**src/rtl/avoid_ctrl.sv**
```systemverilog
// rtl/avoid_ctrl.sv - obstacle-avoidance motion FSM with timed dwell states
//
// Purpose: drives forward, reverse and turn commands from the debounced
// front, left and right barrier levels. A barrier ahead causes a settle
// pause and then a one-cycle decision:
//   - go forward again if the front is clear,
//   - otherwise turn left, turn right, or reverse and then turn right.
// Every turn returns to settle so that the front can be re-evaluated.
//
// Ports:
//   clk        - sole clock, rising edge
//   rst_n      - synchronous active-low reset
//   start      - run enable; low forces IDLE
//   front_bar  - front barrier present (level)
//   left_bar   - left barrier present (level)
//   right_bar  - right barrier present (level)
//   fwd        - drive-forward command
//   back       - drive-reverse command
//   left       - turn-left command
//   right      - turn-right command
//   state      - current FSM state code (debug)
//   avoid_cnt  - number of blocked decisions, wraps at 256
module avoid_ctrl #(
    parameter int unsigned SETTLE_CYC = 50,
    parameter int unsigned TURN_CYC   = 1000,
    parameter int unsigned BACK_CYC   = 500
) (
    input  logic       clk,
    input  logic       rst_n,
    input  logic       start,
    input  logic       front_bar,
    input  logic       left_bar,
    input  logic       right_bar,
    output logic       fwd,
    output logic       back,
    output logic       left,
    output logic       right,
    output logic [2:0] state,
    output logic [7:0] avoid_cnt
);

    typedef enum logic [2:0] {
        ST_IDLE    = 3'd0,
        ST_FWD     = 3'd1,
        ST_SETTLE  = 3'd2,
        ST_DECIDE  = 3'd3,
        ST_TURN_L  = 3'd4,
        ST_TURN_R  = 3'd5,
        ST_REVERSE = 3'd6,
        ST_UNUSED  = 3'd7
    } state_t;

    // Last dwell count of each timed state; the exit happens on the edge
    // that ends the cycle in which the counter shows this value.
    localparam logic [15:0] SETTLE_LAST = 16'(SETTLE_CYC - 1);
    localparam logic [15:0] TURN_LAST   = 16'(TURN_CYC - 1);
    localparam logic [15:0] BACK_LAST   = 16'(BACK_CYC - 1);

    state_t      state_q, state_d;
    logic [15:0] dwell_q, dwell_d;
    logic [7:0]  avoid_q, avoid_d;
    logic        fwd_q, fwd_d;
    logic        back_q, back_d;
    logic        left_q, left_d;
    logic        right_q, right_d;

    always_comb begin
        state_d = state_q;
        // Zero unless a timed state keeps counting, so every entry starts at 0.
        dwell_d = 16'd0;
        avoid_d = avoid_q;

        case (state_q)
            ST_IDLE: begin
                state_d = ST_FWD;
            end
            ST_FWD: begin
                if (front_bar) begin
                    state_d = ST_SETTLE;
                end
            end
            ST_SETTLE: begin
                if (dwell_q == SETTLE_LAST) begin
                    state_d = ST_DECIDE;
                end else begin
                    dwell_d = dwell_q + 16'd1;
                end
            end
            ST_DECIDE: begin
                if (!front_bar) begin
                    state_d = ST_FWD;
                end else begin
                    avoid_d = avoid_q + 8'd1;
                    if (!left_bar) begin
                        state_d = ST_TURN_L;
                    end else if (!right_bar) begin
                        state_d = ST_TURN_R;
                    end else begin
                        state_d = ST_REVERSE;
                    end
                end
            end
            ST_TURN_L, ST_TURN_R: begin
                if (dwell_q == TURN_LAST) begin
                    state_d = ST_SETTLE;
                end else begin
                    dwell_d = dwell_q + 16'd1;
                end
            end
            ST_REVERSE: begin
                // Backing away always leaves the robot facing the same wall,
                // so it turns right before re-evaluating.
                if (dwell_q == BACK_LAST) begin
                    state_d = ST_TURN_R;
                end else begin
                    dwell_d = dwell_q + 16'd1;
                end
            end
            default: begin
                state_d = ST_IDLE;
            end
        endcase

        // Dropping the run enable wins over every transition above.
        if (!start) begin
            state_d = ST_IDLE;
            dwell_d = 16'd0;
        end

        // Outputs are decoded from the next state so the registered copies
        // always match the state register exactly.
        fwd_d   = (state_d == ST_FWD);
        back_d  = (state_d == ST_REVERSE);
        left_d  = (state_d == ST_TURN_L);
        right_d = (state_d == ST_TURN_R);
    end

    always_ff @(posedge clk) begin
        if (!rst_n) begin
            state_q <= ST_IDLE;
            dwell_q <= 16'd0;
            avoid_q <= 8'd0;
            fwd_q   <= 1'b0;
            back_q  <= 1'b0;
            left_q  <= 1'b0;
            right_q <= 1'b0;
        end else begin
            state_q <= state_d;
            dwell_q <= dwell_d;
            avoid_q <= avoid_d;
            fwd_q   <= fwd_d;
            back_q  <= back_d;
            left_q  <= left_d;
            right_q <= right_d;
        end
    end

    assign fwd       = fwd_q;
    assign back      = back_q;
    assign left      = left_q;
    assign right     = right_q;
    assign state     = state_q;
    assign avoid_cnt = avoid_q;

endmodule

```
**config.mk**
```make
export PLATFORM = sky130hd
export DESIGN_NAME = avoid_ctrl
export DESIGN_NICKNAME = d
export VERILOG_FILES = /design/src/rtl/avoid_ctrl.sv
export SDC_FILE = /design/constraint.sdc
export NUM_CORES = 1
export LEC_CHECK = 0
export ABC_AREA = 1
export ABC_CLOCK_PERIOD_IN_PS = 3400
export CAP_MARGIN = 15
export CORE_MARGIN = 5
export CORE_UTILIZATION = 26
export CTS_CLUSTER_DIAMETER = 30
export DETAILED_ROUTE_END_ITERATION = 8
export HOLD_SLACK_MARGIN = 0.05
export MAX_ROUTING_LAYER = met4
export PLACE_DENSITY_LB_ADDON = 0.05
export SYNTH_ARGS = -nofsm -noshare
export SYNTH_HDL_FRONTEND = slang
export SYNTH_SLANG_ARGS = --single-unit
```
**constraint.sdc**
```tcl
create_clock -name clk -period 3.4 [get_ports clk]
set_input_delay 1.02 -clock clk [delete_from_list [all_inputs] [get_ports clk]]
set_output_delay 1.02 -clock clk [all_outputs]
set_load 0.01 [all_outputs]
```
* Yosys cells after proc, flatten, opt, wreduce, memory -nomap -nowiden *
Index checks and enable logic that the tools add are counted.

operators by class
  mux-type cells = 13
  add/subtract/negate cells = 2
  reduce and logical (&&, ||, !) cells = 4
  divide/modulo/power cells = 0
  bitwise logic cells = 0
  shifts and indexed selects = 0
  magnitude comparators = 0
  multiply operators = 0
  equality and inequality tests = 13

operators by type and width
  operator                 count
  $mux W16                 3
  $pmux W16 S3             1
  $eq A3 B3 Y1 const B     6
  $mux W3                  6
  $pmux W3 S6              1
  $add A16 B1 Y16 const B  1
  $eq A16 B10 Y1 const B   1
  $eq A16 B6 Y1 const B    1
  $eq A16 B9 Y1 const B    1
  $add A8 B1 Y8 const B    1
  $eq A3 B1 Y1 const B     2
  $eq A3 B2 Y1 const B     2
  $mux W2                  2
  $reduce_and A2 Y1        2
  $logic_not A3 Y1         1
  $reduce_or A2 Y1         1

storage, ports and cells
  bits in latches = 0
  output and inout port bits = 15
  register bits after elaboration = 31
  word-level logic and storage cells = 39
  bits in writable memories = 0
  input bits = 6
  memories kept = 0
  ROM bits = 0

* Longest topological paths before layout *
Gate-level depths: netlist of run 1.

  depth in word-level cells = 6
  mapped depth = 12
  mapped depth without buffers = 12

* Worst setup path before layout of run 1 *
Ideal clock, no wire load.

  path type = input to register
  start point = input port rst_n
  end point = register dwell_q[6]
  path slack = 1744 ps
  path buffers = 0
  library setup time = 56 ps
  stages = 6
  arrival = 1600 ps
  cell sequence = nand3_1 -> a21oi_2 -> nand2_4 -> inv_2 -> nand2_1 -> inv_1

on the way
  longest elaborated chain between the ends = 1

RTL lines
  what                         RTL line  RTL
  start: declaration           29        input logic rst_n,
  $reduce_and A2 Y1 (no line)  -
  end signal: assignment       149       dwell_q <= dwell_d;
  end: declaration             60        logic [15:0] dwell_q, dwell_d;

Every way passes these cells.
A chain may end at the register's enable or synchronous reset.

* Worst setup path in the final report of run 1 *
  start point = register state_q[1] (netlist: state[1])
  end point = output port state[1]

RTL lines
  what                      RTL line  RTL
  start: declaration        59        state_t state_q, state_d;
  start signal: assignment  148       state_q <= state_d;
  end: declaration          38        output logic [2:0] state,

No word-level cell between the ends.

==> results.md, run 1 <==
* Final Util at 0.332
* DIE HEIGHT at 91.7 um
* Final hold violations at 0
* Buf/Inv on CP at 1
* Setup CP Type: flop to output pin
* Synth Warn # at 0
* Drt wl/cell at roughly 11 um
* Clk Latency, worst-skew pair at between 0.2 and 0.3 ns
* Fin Setup TNS at 0 ns
* Port Buffer Count at 20
* Post-cts repair resize count at 0
* Mapped Area at between 1500 and 2000 sq um
* Worst Tran Pin Value at about 0.47 ns
* Min Tclk post-route at 2.37 ns
* Total GRT Usage at 0.108
* Clock skew at approximately 0.0043 ns
* Clk sinks at 31
* Synth Flop Type: dfxtp_1
* Synthesized netlist cell count at roughly 250
* Root Buffer: clkbuf_8
* First-pass GRT wire length at between 7000 and 8000 um
* DR vias at roughly 1500
* Vias per cell at 4.29
* Leakage power at roughly 0.91 nW
* VDD IR max at about 0.00011 V
* Sequential share of the synthesized area at 0.358
* Crit path capture type: output pin
* Syn nets at roughly 260
* Yosys cell types at 29
* Critical Path Max Stage Delay at approximately 0.60 ns
* Critical-path cell list: clkdlybuf4s50_1
* CP required at ~2.4 ns
* Row count at 29
* Critical path startpoint category: flop
* Die width at about 92 um
* PwrDens at 340 nW/um^2
* Fin crit share at 0.696
* Placer Congestion at between 0.7 and 0.8
* Peak Freq at around 420 MHz
* Cell count of the worst reg-to-reg path at 12
* GRT overflow at 0
* R2r setup slk at approximately 1.7 ns
* IO Count at 21
* Worst R2R End: dwell_q[2]$_SDFF_PN0_
* TritonCTS clock tree: yes
* First-pass DRT Iterations at 4
* Htree depth at 2
* Initial antenna violation count at 0
* DP Wirelength at approximately 3100 um
* Die area at approximately 8400 sq um
* Fraction of layout cells with a size suffix above 1 at 0.156
* Type of the worst min-delay path: flop to flop
* Core Region at between 6000 and 7000 sq um
* Average cell area after synthesis at 6.99 sq um
* CTS Hold Buffers Added at 0
* WP depth at 1
* Synth Register Bits at 31
* Max_cap viols at 0
* Final ANT Viol Nets at 0
* R2r startpoint: dwell_q[0]$_SDFF_PN0_
* Synth async-reset ratio at 0
* Critical path peak fanout at 7
* Initial DRC count at 57
* CP Capture Point: state[1]
* Most frequent cells in the layout: 48 x nand2_1, 44 x nor2_1, 31 x dfxtp_1
* Status: complete, no violations
* Pin count of the biggest net entering global routing at 10
* Area Overhead vs Synth at 22.9%
* Nets at roughly 280
* Commonest non-fill, non-tap cell in the layout: nand2_1
* RSZ-0062 raised after global routing: no
* Data arrival, critical path at ~1.4 ns
* Number of synthesized flops with an enable pin at 0
* Max stage delay cell, worst path: clkdlybuf4s50_1
* Bufs on Longest Clock Path at 2
* Total wire length at 3990 um
* Crit path max-delay family: buffers and inverters
* Clock Pin Slew Worst Setup and Hold Paths at approximately 0.07 ns
* Residual DRC at 0
* Worst setup path start: state[1]$_SDFF_PN0_
* Total setup buffers inserted after CTS at 0
* Clock buffer count from CTS at 5
* Vias in the first global route at around 1400
* Slew headroom at 0.687
* Antenna fix cells at 0
* Initial Utilization at 0.270
* Setup violations, final at 0
* Max-slew violation count at 0
-- how the worst min path moves through the flow --
stage	cells past startpoint	slack (ns)	start	end
after detailed placement	2	0.47	avoid_cnt[6]$_SDFFE_PN0P_	avoid_cnt[6]$_SDFFE_PN0P_
after global routing	1	0.51	dwell_q[0]$_SDFF_PN0_	dwell_q[0]$_SDFF_PN0_
after global placement	1	0.46	dwell_q[0]$_SDFF_PN0_	dwell_q[0]$_SDFF_PN0_
after floorplan	1	0.44	dwell_q[0]$_SDFF_PN0_	dwell_q[0]$_SDFF_PN0_
after CTS	1	0.49	dwell_q[0]$_SDFF_PN0_	dwell_q[0]$_SDFF_PN0_
final	1	0.48	dwell_q[0]$_SDFF_PN0_	dwell_q[0]$_SDFF_PN0_
-- cells in the mapped netlist, types with 2 or more instances --
cell type  instances  area share
nand2_1           48        0.10
nor2_1            44       0.095
dfxtp_1           31        0.36
inv_1             30       0.065
nand3_1           21       0.061
inv_2              7       0.015
a21oi_1            6       0.017
nand2_2            6       0.022
nand4_1            6       0.022
nor2_2             6       0.022
o21ai_0            5       0.014
nor2_4             4       0.026
nor3_1             4       0.012
xor2_1             4       0.020
ha_1               3       0.022
nand2_4            3       0.019
a21oi_2            2       0.010
clkinv_1           2      0.0043
nand3_2            2       0.012
nand3_4            2       0.020
nor3_4             2       0.019
o21ai_1            2      0.0058
xnor2_1            2       0.010
-- layout make-up --
class | count | area (sq um)
Sequential cell | 31 | 621
Multi-Input combinational cell | 177 | 962
Tap cell | 77 | 96.3
Timing Repair Buffer | 20 | 200
Fill cell | 690 | 4290
Inverter | 40 | 151
Clock buffer | 8 | 100
-- sequential cells by signal (all words and copies together) (netlist names) --
register,cells
dwell_q,16
avoid_cnt,8
state,3
left,1
right,1
back,1
fwd,1
-- power breakdown --
part           switching (mW)  internal [mW]  leakage (nW)
clock network           0.141          0.185        0.0515
logic                  0.0178         0.0148         0.608
registers             0.00214          0.365         0.250
-- cell families (layout without fill, tap and decap cells) --
group,after synthesis,count (layout),share of synthesized area
compound gates,17,17,0.0556
xor+xnor,6,6,0.0303
fa+ha+maj,3,3,0.0216
buf+inv,40,68,0.0873
flops,31,31,0.358
simple gates,151,151,0.447
-- stage by stage --
stage | setup WS [ns] | area, sq um | hold slack [ns] | power, mW | cells
final | 1.03 | 2130 | 0.478 | 0.725 | 353
after global routing | 0.862 | 2130 | 0.510 | 0.758 | 353
after CTS | 0.990 | 2130 | 0.487 | 0.738 | 353
after detailed placement | 0.700 | 2030 | 0.469 | 0.409 | 345
after global placement | 0.748 | 2030 | 0.464 | 0.410 | 345
after floorplan | 1.74 | 1730 | 0.444 | 0.392 | 248
-- metal layers --
metal | GRT usage | share of wire
met1 | 0.144 | 0.50
met2 | 0.153 | 0.44
met3 | 0.0327 | 0.045
met4 | 0.0377 | 0.0078
met5 | - | 0
Power figures use the tool's default switching activity.
==> run 2, diff against run 1 <==
- ABC_CLOCK_PERIOD_IN_PS: 3400 -> 2080
- clock period: 3.4 -> 2.08 ns (I/O delays scaled with it)
==> run 2 against run 1 <==
- utilization increased by 0.97 points
- sequential cell count unchanged
- count of clock-buffer cells in the layout decreased by 2
- via count increased by 1.5%
- hold slack about the same
- setup slack got worse by 0.91 ns
- combinational power increased by 88%
- highest routed layer unchanged
- sequential power increased by 63%
- critical path depth unchanged
- clock power increased by 91%
==> results.md, run 2 (synthesis results as in run 1) <==
* DIE HEIGHT at around 92 um
* Placed cell area at between 2000 and 2500 sq um
* Total wire length at slightly above 4000 um
* Leakage power at between 0.9 and 1 nW
* Fraction of layout cells with a size suffix above 1 at 0.177
* IO Count at 21
* Max-slew violation count at 0
* Setup CP Type: flop to output pin
* Crit path max-delay family: buffers and inverters
* Pin count of the biggest net entering global routing at 11
* Clock buffer count from CTS at 5
* Initial Utilization at 0.270
* Initial DRC count at 46
* Area Overhead vs Synth at 26.5%
* Critical path startpoint category: flop
* Data arrival, critical path at about 1.3 ns
* Vias in the first global route at around 1500
* Clk sinks at 31
* Final ANT Viol Nets at 0
* Post-cts repair resize count at 0
* Total setup buffers inserted after CTS at 0
* First-pass GRT wire length at 7160 um
* Vias per cell at around 4.3
* CTS Hold Buffers Added at 0
* Commonest non-fill, non-tap cell in the layout: nand2_1
* Core Region at ~6400 sq um
* Buf/Inv on CP at 1
* RSZ-0062 raised after global routing: no
* Total power at roughly 1.3 mW
* Die width at 91.7 um
* Port Buffer Count at 20
* Peak Freq at between 500 and 600 MHz
* Final hold violations at 0
* First-pass DRT Iterations at 4
* DR vias at between 1500 and 2000
* Max_cap viols at 0
* Critical-path cell list: clkdlybuf4s50_1
* Placer Congestion at slightly below 0.8
* Max reg flops at 16
* Largest Register: dwell_q
* Bufs on Longest Clock Path at 2
* Total GRT Usage at 0.109
* Status: complete, no violations
* Setup violations, final at 0
* Clock Pin Slew Worst Setup and Hold Paths at around 0.07 ns
* DP Wirelength at between 3000 and 4000 um
* VDD IR max at roughly 0.00022 V
* Critical path peak fanout at 5
* Slew headroom at 0.769
* Final Util at 0.342
* Cell Count, Final, Fillers Out at 359
* Critical Path Max Stage Delay at 0.59 ns
* CP required at between 1 and 1.5 ns
* TritonCTS clock tree: yes
* PwrDens at ~600 nW/um^2
* Initial antenna violation count at 0
* Antenna fix cells at 0
* Residual DRC at 0
* Filler cells at around 700
* Htree depth at 2
* Drt wl/cell at 11.3 um
* Row count at 29
* Final Cell Area at approximately 2200 sq um
* Crit path capture type: output pin
* Die area at 8400 sq um
* Root Buffer: clkbuf_8
* Dpl cells at 351
* Clock skew at 0.00428 ns
* Worst Tran Pin Value at 0.343 ns
* GRT overflow at 0
* Nets at between 200 and 300
* Max stage delay cell, worst path: clkdlybuf4s50_1
* Type of the worst min-delay path: flop to flop
* Fin crit share at 0.939
* Clk Latency, worst-skew pair at 0.28 ns
* Most frequent cells in the layout: 48 x nand2_1, 44 x nor2_1, 31 x dfxtp_1
* Min Tclk post-route at a little under 2 ns
* Fin Setup TNS at 0 ns
[run 2: path summary, 6_finish.rpt]
kind | start | end | slack [ns] | depth (start not counted)
worst max-delay path | state[2]$_SDFF_PN0_ | state[2] | 0.13 | 1
worst min-delay path | avoid_cnt[6]$_SDFFE_PN0P_ | avoid_cnt[6]$_SDFFE_PN0P_ | 0.48 | 2
worst max register to register | dwell_q[0]$_SDFF_PN0_ | dwell_q[4]$_SDFF_PN0_ | 0.32 | 12
worst min register to register | avoid_cnt[6]$_SDFFE_PN0P_ | avoid_cnt[6]$_SDFFE_PN0P_ | 0.48 | 2
[run 2: metal layers]
layer	global-route usage	vias up	wire length, um	part of all wire
met5	-	-	0	0
met4	0.0452	0	71	0.017
met3	0.0286	6	157	0.039
met2	0.158	18	1730	0.43
met1	0.144	670	2110	0.52
li1	-	845	-	-
[run 2: report_power, final]
group	internal (mW)	total, mW	switching, mW
combinational	0.0290	0.0614	0.0324
sequential	0.596	0.598	0.00173
clock	0.387	0.622	0.235
[run 2: final cells by class]
cell class	instances	area, sq um	share of cell area
clock inverters	2	35.0	0.0160
repair buffers	26	245	0.112
flip-flops and latches	31	621	0.283
well taps	77	96.3	0.0439
clock buffers	6	82.6	0.0376
multi-input cells	177	962	0.439
inverters	40	151	0.0690
[run 2: per-stage QoR]
| stage | hold slack [ns] | setup slack [ns] |
|---|---|---|
| after floorplan | 0.444 | 0.624 |
| after global placement | 0.463 | 0.0668 |
| after detailed placement | 0.467 | 0.0940 |
| after CTS | 0.486 | 0.0932 |
| after global routing | 0.500 | 0.0625 |
| final | 0.478 | 0.127 |
==> run 3, diff against run 2 <==
- ABC_CLOCK_PERIOD_IN_PS: 2080 -> 2300
- clock period: 2.08 -> 2.3 ns (I/O delays scaled with it)
==> run 3 against run 2 <==
- largest cell class unchanged
- setup slack better by 0.14 ns
- sequential power down 9.4%
- critical path type unchanged
- count of clock-buffer cells in the layout unchanged
- sequential cell count is the same
- critical endpoint unchanged
- critical path depth did not move
- total power down 10%
==> results.md, run 3 (synthesis results as in run 1) <==
* Sw frac at 0.209
* Final hold violations at 0
* Pint at between 0.9 and 1 mW
* Part of the power in the clock network at 0.486
* Residual DRC at 0
* Max_cap viols at 0
* Buf/Inv on CP at 1
* Min Tclk post-route at roughly 2.0 ns
* Htree depth at 2
* Fraction of layout cells with a size suffix above 1 at 0.165
* Leakage power at approximately 0.93 nW
* Pin count of the biggest net entering global routing at 11
* Area Overhead vs Synth at 24.7%
* PwrDens at approximately 530 nW/um^2
* Die area at around 8400 sq um
* Status: complete, no violations
* Bufs on Longest Clock Path at 2
* Vias per cell at 4.34
* Core Region at 6420 sq um
* Critical path peak fanout at 5
* Critical Path Max Stage Delay at ~0.60 ns
* Final ANT Viol Nets at 0
* R2r startpoint: dwell_q[0]$_SDFF_PN0_
* Clk Latency, worst-skew pair at 0.29 ns
* Initial Utilization at 0.270
* Post-cts repair resize count at 0
* Fin crit share at 0.882
* Type of the worst min-delay path: flop to flop
* DIE HEIGHT at between 90 and 100 um
* Port Buffer Count at 20
* DP Wirelength at 3250 um
* Nets at ~290
* TritonCTS clock tree: yes
* Die width at slightly above 90 um
* Crit path capture type: output pin
* Slew headroom at 0.669
* Clock Pin Slew Worst Setup and Hold Paths at about 0.070 ns
* Most frequent cells in the layout: 48 x nand2_1, 44 x nor2_1, 31 x dfxtp_1
* First-pass DRT Iterations at 4
* Clk sinks at 31
* Total GRT Usage at 0.114
* Drt wl/cell at about 12 um
* Setup violations, final at 0
* Row count at 29
* Commonest non-fill, non-tap cell in the layout: nand2_1
* Switching power at roughly 0.24 mW
* Setup CP Type: flop to output pin
* Max-slew violation count at 0
* Total setup buffers inserted after CTS at 0
* Seq pwr share at 0.470
* Initial antenna violation count at 0
* Largest Register: dwell_q
* Clock skew at around 0.007 ns
* Peak Freq at between 400 and 500 MHz
* Initial DRC count at between 80 and 90
* Fin Setup TNS at 0 ns
* Comb pwr share at 0.044
* Data arrival, critical path at between 1 and 1.5 ns
* Crit path max-delay family: buffers and inverters
* Filler cells at 701
* RSZ-0062 raised after global routing: no
* CTS Hold Buffers Added at 0
* Place WS at 0.102 ns
* Total wire length at between 4000 and 5000 um
* Root Buffer: clkbuf_8
* CP required at about 1.6 ns
* Setup ws final at about 0.27 ns
* Worst setup path start: state[2]$_SDFF_PN0_
* IO Count at 21
* Placer Congestion at about 0.79
* Max reg flops at 16
* Vias in the first global route at about 1600
* VDD IR max at about 0.00024 V
* Max stage delay cell, worst path: clkdlybuf4s50_1
* Antenna fix cells at 0
* HP Start: dwell_q[0]$_SDFF_PN0_
* Worst Tran Pin Value at 0.497 ns
* Clock buffer count from CTS at 5
* GRT overflow at 0
* First-pass GRT wire length at 7450 um
* Critical path startpoint category: flop
* DR vias at around 1500
* Critical-path cell list: clkdlybuf4s50_1
-- run 3: changes by cell type in the layout (fill, tap and decap cells not counted) --
| cell | before | now |
|---|---|---|
| buf_4 | 6 | 2 |
-- run 3: path summary, 6_finish.rpt --
check | end | slack, ns | depth (start not counted)
worst min register to register | dwell_q[0]$_SDFF_PN0_ | 0.48 | 1
worst max-delay path | state[2] | 0.27 | 1
worst max register to register | dwell_q[2]$_SDFF_PN0_ | 0.57 | 12
worst min-delay path | dwell_q[0]$_SDFF_PN0_ | 0.48 | 1
-- run 3: power groups by stage --
| stage | sequential [mW] | combinational (mW) | clock (mW) |
|---|---|---|---|
| floorplan | 0.556 | 0.0234 | 0 |
| global placement | 0.555 | 0.0529 | 0 |
| detailed placement | 0.555 | 0.0519 | 0 |
| CTS | 0.542 | 0.0522 | 0.584 |
| global route | 0.542 | 0.0588 | 0.608 |
| finish | 0.542 | 0.0511 | 0.561 |
-- run 3: cell type report --
cell class / instances / area (sq um) / share of cell area
Clock buffer: 6 / 82.6 / 0.0382
Clock inverter: 2 / 35.0 / 0.0162
Inverter: 40 / 151 / 0.0700
Multi-Input combinational cell: 177 / 962 / 0.445
Sequential cell: 31 / 621 / 0.287
Tap cell: 77 / 96.3 / 0.0445
Timing Repair Buffer: 22 / 215 / 0.0995
-- run 3: layer usage --
layer  vias to the layer above  track usage  share of wire
li1                        834            -              -
met1                       683        0.138           0.50
met2                        16        0.175           0.44
met3                         7       0.0344          0.035
met4                         0       0.0490          0.021
met5                         -            -              0
-- run 3: metrics by stage --
| stage | instance area [sq um] | total power [mW] | hold slack [ns] | utilization | cells |
|---|---|---|---|---|---|
| 2_1_floorplan | 1730 | 0.579 | 0.444 | - | 248 |
| 3_3_place_gp | 2050 | 0.608 | 0.468 | 0.319 | 347 |
| 3_5_place_dp | 2050 | 0.607 | 0.471 | 0.319 | 347 |
| 4_1_cts | 2160 | 1.18 | 0.487 | 0.337 | 355 |
| 5_1_grt | 2160 | 1.21 | 0.499 | 0.337 | 355 |
| 6_report | 2160 | 1.15 | 0.477 | 0.337 | 355 |
